File: config.mk
export PLATFORM = sky130hd
export DESIGN_NAME = muldiv_unit
export DESIGN_NICKNAME = d
export VERILOG_FILES = /design/src/rtl/muldiv_unit.sv
export SDC_FILE = /design/constraint.sdc
export NUM_CORES = 1
export LEC_CHECK = 0
export CAP_MARGIN = 20
export CORE_UTILIZATION = 61
export DETAILED_ROUTE_END_ITERATION = 16
export MAX_ROUTING_LAYER = met4
export PLACE_DENSITY_LB_ADDON = 0.15
export SLEW_MARGIN = 5
export SYNTH_ARGS = -nofsm -noshare
export SYNTH_HDL_FRONTEND = slang
export SYNTH_SLANG_ARGS = --single-unit
File: constraint.sdc
create_clock -name clk -period 5 [get_ports clk]
set_clock_uncertainty 0.2 [all_clocks]
set_input_delay 0.75 -clock clk [delete_from_list [all_inputs] [get_ports clk]]
set_output_delay 0.75 -clock clk [all_outputs]
set_load 0.005 [all_outputs]
File: src/rtl/muldiv_unit.sv
// Iterative RV32M multiply/divide unit: shift-add multiply, restoring divide,
// fixed latency, write-back triple straight into the register file.
module muldiv_unit #(
  parameter int unsigned XLEN = 32,
  parameter int unsigned ITER = 32
) (
  input  logic            clk,
  input  logic            rst,
  input  logic            start,
  input  logic [2:0]      funct3,
  input  logic [XLEN-1:0] rs1_data,
  input  logic [XLEN-1:0] rs2_data,
  input  logic [4:0]      rd_in,
  input  logic            flush,
  output logic            busy,
  output logic            done,
  output logic [XLEN-1:0] result,
  output logic [4:0]      rd_out,
  output logic            we_out
);

  localparam int unsigned CW = $clog2(ITER);
  localparam int unsigned PW = 2 * XLEN;

  typedef enum logic [1:0] {IDLE, RUN, FIN} state_t;

  state_t          state;
  logic [CW-1:0]   counter;
  logic [2:0]      op;
  logic [4:0]      rd;
  logic            neg_a;
  logic            neg_b;
  logic            div_zero;
  logic [XLEN-1:0] hi;
  logic [XLEN-1:0] lo;
  logic [XLEN-1:0] opnd;

  logic            sa_c, sb_c, neg1_c, neg2_c, accept_c;
  logic [XLEN-1:0] mag1_c, mag2_c;
  logic [XLEN:0]   mul_sum_c;
  logic [XLEN:0]   div_r_c;
  logic            div_ge_c;
  logic [XLEN-1:0] div_d_c;
  logic [PW-1:0]   prod_c;
  logic [XLEN-1:0] result_c;

  // Operand decode: sign flags and magnitudes captured at the accepting edge
  always_comb begin
    sa_c = 1'b0;
    sb_c = 1'b0;
    case (funct3)
      3'b001, 3'b100, 3'b110: begin sa_c = 1'b1; sb_c = 1'b1; end
      3'b010:                 sa_c = 1'b1;
      default: ;
    endcase
    neg1_c   = sa_c & rs1_data[XLEN-1];
    neg2_c   = sb_c & rs2_data[XLEN-1];
    mag1_c   = neg1_c ? -rs1_data : rs1_data;
    mag2_c   = neg2_c ? -rs2_data : rs2_data;
    accept_c = start && !flush && (state == IDLE || state == FIN);
  end

  // One iteration step; hi/lo hold {product} for multiply, {remainder, quotient} for divide
  always_comb begin
    mul_sum_c = {1'b0, hi} + (lo[0] ? {1'b0, opnd} : (XLEN+1)'(0));
    div_r_c   = {hi, lo[XLEN-1]};
    div_ge_c  = div_r_c >= {1'b0, opnd};
    div_d_c   = div_ge_c ? XLEN'(div_r_c - {1'b0, opnd}) : div_r_c[XLEN-1:0];
  end

  // Sign fix-up and result selection; divide-by-zero quotient forced to all ones
  always_comb begin
    prod_c   = (neg_a ^ neg_b) ? -{hi, lo} : {hi, lo};
    result_c = '0;
    case (op)
      3'b000:                 result_c = prod_c[XLEN-1:0];
      3'b001, 3'b010, 3'b011: result_c = prod_c[PW-1:XLEN];
      3'b100:                 result_c = div_zero ? '1 : ((neg_a ^ neg_b) ? -lo : lo);
      3'b101:                 result_c = lo;
      3'b110:                 result_c = neg_a ? -hi : hi;
      default:                result_c = hi;
    endcase
  end

  always_ff @(posedge clk) begin
    if (rst) begin
      state    <= IDLE;
      counter  <= '0;
      busy     <= 1'b0;
      done     <= 1'b0;
      we_out   <= 1'b0;
      result   <= '0;
      rd_out   <= '0;
      op       <= '0;
      rd       <= '0;
      neg_a    <= 1'b0;
      neg_b    <= 1'b0;
      div_zero <= 1'b0;
      hi       <= '0;
      lo       <= '0;
      opnd     <= '0;
    end else begin
      done   <= 1'b0;
      we_out <= 1'b0;
      // Completion is already committed in FIN; flush does not cancel it
      if (state == FIN) begin
        done   <= 1'b1;
        we_out <= (rd != 5'd0);
        result <= result_c;
        rd_out <= rd;
      end
      if (accept_c) begin
        state    <= RUN;
        busy     <= 1'b1;
        counter  <= '0;
        op       <= funct3;
        rd       <= rd_in;
        neg_a    <= neg1_c;
        neg_b    <= neg2_c;
        div_zero <= (rs2_data == '0);
        hi       <= '0;
        lo       <= funct3[2] ? mag1_c : mag2_c;
        opnd     <= funct3[2] ? mag2_c : mag1_c;
      end else begin
        case (state)
          RUN: begin
            if (flush) begin
              state   <= IDLE;
              busy    <= 1'b0;
              counter <= '0;
            end else begin
              if (op[2]) begin
                hi <= div_d_c;
                lo <= {lo[XLEN-2:0], div_ge_c};
              end else begin
                hi <= mul_sum_c[XLEN:1];
                lo <= {mul_sum_c[0], lo[XLEN-1:1]};
              end
              counter <= counter + CW'(1);
              if (counter == CW'(ITER - 1)) begin
                state   <= FIN;
                busy    <= 1'b0;
                counter <= '0;
              end
            end
          end
          FIN:     state <= IDLE;
          default: ;
        endcase
      end
    end
  end

endmodule

==> impl_metrics.tcl <==
set metrics [dict create \
    first_global_vias 15650 \
    synth_top_family_by_area "compound AO/OA/AOI/OAI gates" \
    ys_ff_latch 154 \
    hold_viol 0 \
    p_leak_uw 0.006592 \
    setup_viol_count_final 0 \
    async_reset_ff_share_pct 0 \
    r2r_start "hi[6]" \
    firstDrtPassIters 7 \
    grt_setup_unrepaired "no" \
    critPathArrivalTime_ps 4440 \
    ys_warn_count 0 \
    final_layout_size_suffix_gt1_share_pct 5.546 \
    dieArea_mm2 0.02539 \
    slowest_delay_ps 650 \
    holdBufCountCts 0 \
    critPathMaxFanout 27 \
    crit_chain "ha_1, nand3_1, nor3_1, o31a_1, o311ai_1, a2111oi_1, o2111ai_2, nand2_1, buf_4, mux2_2, a21oi_1, a21oi_1" \
    portBuffers 115 \
    min_from "opnd[14]" \
    hold_end "opnd[14]" \
    cp_slowest_cell "dfxtp_1" \
    crit_buf_inv 1 \
    initial_core_util_pct 62.11 \
    drt-total-wl_um 57910 \
    synthAdderAreaFrac_pct 6.064 \
    setup_ws_ps 670.6 \
    synth.area.mux_share_pct 3.703 \
    cts_root_buf "clkbuf_16" \
    synth_xor_xnor_area_share_pct 8.872 \
    avgRoutedWirePerCell_um 22.61 \
    hp-class "flip-flop to flip-flop" \
    final-seq-area_mm2 0.003087 \
    seq_area_frac_synth_pct 20.41 \
    drtAntennaViolNets 0 \
    critPathKind "flip-flop to flip-flop" \
    synth_cells 2205 \
    ir_drop_uv 210.8 \
    p_per_area_mw_per_mm2 241.9 \
    synth_nets 2353 \
    pre_cts_ws_ps 885.2 \
    nets 2371 \
    viasPerCell 6.846 \
    avgSynthCellArea_um2 6.850 \
    clkTransAtPathRegs_ps 80 \
    dieWidth_um 159.4 \
    slew_headroom_pct 26.12 \
    clk_latency_ps 460 \
    grt_first_pass_wirelength_um 88510 \
    synthFlopType "dfxtp_1" \
    max_freq_ghz 0.2310 \
    fillers 2104 \
    max_cap_viol_count 0 \
    synth.cell_area_mm2 0.01510 \
    drt_iter0_drc 2727 \
    synth_edf_count 0 \
    gp_congestion 1.044 \
    gr-total-overflow 0 \
    ctsResizeCount 0 \
    startpoint_type "flip-flop" \
    end_kind "flip-flop" \
    finalPower_uw 4122 \
    min_period_ps 4329 \
    h-tree-depth 4 \
    synth_compound_area_share_pct 30.67 \
    drc 0 \
    status "finished, final reports clean" \
    path_common_cell "a21oi_1" \
    min_path_cells 2 \
    design.core.area_mm2 0.02432 \
    track_usage_pct 45.97 \
    row_count 57 \
    grt_max_degree 67 \
    max-clock-path-buffers 2 \
    period_share_pct 86.59 \
    antenna_found_initial 1 \
    cts_buffers 17 \
    tns_ps 0 \
    ios 116 \
    ys_types 78 \
    reg2reg_slack_ps 670 \
    synth-simple-area-share_pct 24.22 \
    rr_endpoint "hi[21]" \
    final_max_slew_viol_count 0 \
    num_vias 17530 \
    cp_top_family "compound AO/OA/AOI/OAI gates" \
    postCtsSetupBuffers 0 \
    cts_tree "built" \
    cp.required_ps 5110 \
    reg2reg_depth 12 \
    tightestPinTransition_ps 1094 \
    die_h_um 159.4 \
    multi_input_area_mm2 0.01114 \
    area_growth_pct 12.79 \
    hpwl_um 42930 \
    cts.sinks 154 \
]
[how the worst max path moves through the flow]
| stage | from | endpoint | cells after the start |
|---|---|---|---|
| 2_1_floorplan | hi[1] | hi[19] | 12 |
| 3_3_place_gp | hi[5] | hi[21] | 12 |
| 4_1_cts | hi[6] | hi[21] | 12 |
| 6_report | hi[6] | hi[21] | 12 |
| 3_5_place_dp | hi[23] | hi[25] | 12 |
| 5_1_grt | hi[5] | hi[21] | 12 |
[cells in the mapped netlist (all sizes together), types with 7 or more instances]
cell | count | area [µm²]
nand2 | 261 | 979.7
a21oi | 253 | 1270
nor2 | 243 | 912.1
dfxtp | 154 | 3083
o21ai | 153 | 769.5
clkbuf | 138 | 518.0
xnor2 | 84 | 735.7
nor3 | 78 | 390.4
o211ai | 77 | 578.1
ha | 70 | 875.8
inv | 70 | 262.8
xor2 | 69 | 604.3
mux2i | 48 | 480.5
a211oi | 42 | 315.3
nand3 | 42 | 210.2
a21o | 40 | 300.3
nor4 | 35 | 240.2
buf | 29 | 135.1
a31oi | 24 | 150.1
o31ai | 23 | 172.7
or3 | 21 | 136.4
nand2b | 19 | 118.9
nand4 | 18 | 112.6
nor2b | 17 | 106.4
o21a | 15 | 112.6
and3 | 13 | 81.33
or4 | 13 | 101.4
o221ai | 12 | 105.1
and2 | 10 | 62.56
o41ai | 10 | 87.58
a211o | 8 | 70.07
or2 | 8 | 50.05
a221oi | 7 | 61.31
a41oi | 7 | 61.31
mux2 | 7 | 78.83
[cells in the final DEF (no fill, tap or decap), drive strengths merged, types with 10 or more instances in the layout]
| cell | n |
|---|---|
| clkdlybuf4s50 | 113 |
| inv | 77 |
| o31ai | 23 |
| a211oi | 42 |
| or3 | 21 |
| nand2 | 261 |
| nor2b | 17 |
| ha | 70 |
| xnor2 | 84 |
| clkbuf | 18 |
| a21oi | 253 |
| o41ai | 10 |
| a31oi | 24 |
| a21o | 40 |
| xor2 | 69 |
| or4 | 13 |
| o211ai | 77 |
| o221ai | 12 |
| buf | 53 |
| nand3 | 42 |
| mux2i | 48 |
| dfxtp | 154 |
| nor3 | 78 |
| nor2 | 243 |
| and3 | 13 |
| and2 | 10 |
| nand4 | 18 |
| o21a | 15 |
| nor4 | 35 |
| nand2b | 19 |
| o21ai | 153 |
[kinds of logic (layout without fill, tap and decap cells)]
kind of cell             count (synthesis)  in the layout
adder cells (fa/ha/maj)                 72             72
buffers and inverters                  237            268
other                                    0              1
AND/OR/NAND/NOR                        796            796
flip-flops                             154            154
XOR/XNOR                               153            153
AO/OA/AOI/OAI                          738            738
multiplexers                            55             55
[stage by stage]
stage               instances  area [µm²]  util (%)  hold WS, ps
floorplan                2205       15100         -        231.9
global placement         2528       16420     67.51        238.8
detailed placement       2528       16420     67.51        243.8
CTS                      2560       17030     70.04        254.7
global route             2561       17040     70.05        272.5
finish                   2561       17040     70.05        256.2
[power breakdown]
part	leakage [µW]	internal (µW)	switching [µW]
logic	0.00504	510	863
registers	0.00125	1270	82.6
clock network	0.000299	705	688
total	0.00659	2490	1630
[metal layers]
metal / up-vias / routed length, µm / track usage, % / part of all wire (%)
li1: 8014 / - / - / -
met1: 8062 / 23510 / 60.52 / 41
met2: 1277 / 23220 / 62.84 / 40
met3: 179 / 8490 / 15.45 / 15
met4: 0 / 2683 / 20.89 / 4.6
met5: - / 0 / - / 0
[layout make-up]
class	count	area share, %
inverter	70	1.542
timing repair buffer	166	8.960
clock buffer	18	2.644
multi-input combinational	1814	65.36
tap	324	2.380
antenna	1	0.01469
sequential	154	18.12
clock inverter	14	0.9768
[worst register-to-register path: cells and delay by family, from the launching register on]
kind,cells,cell delay [ps]
adder cells (fa/ha/maj),1,300
multiplexers,1,410
AND/OR/NAND/NOR,3,590
AO/OA/AOI/OAI,6,1690
flip-flops,1,650
buffers and inverters,1,360
[flip-flops by register name (all words and copies together), names as in the netlist, 2 cells and up]
name	count
counter	5
hi	32
lo	32
op	3
opnd	32
rd	5
rd_out	5
result	32
state	2
Power figures use the tool's default switching activity.
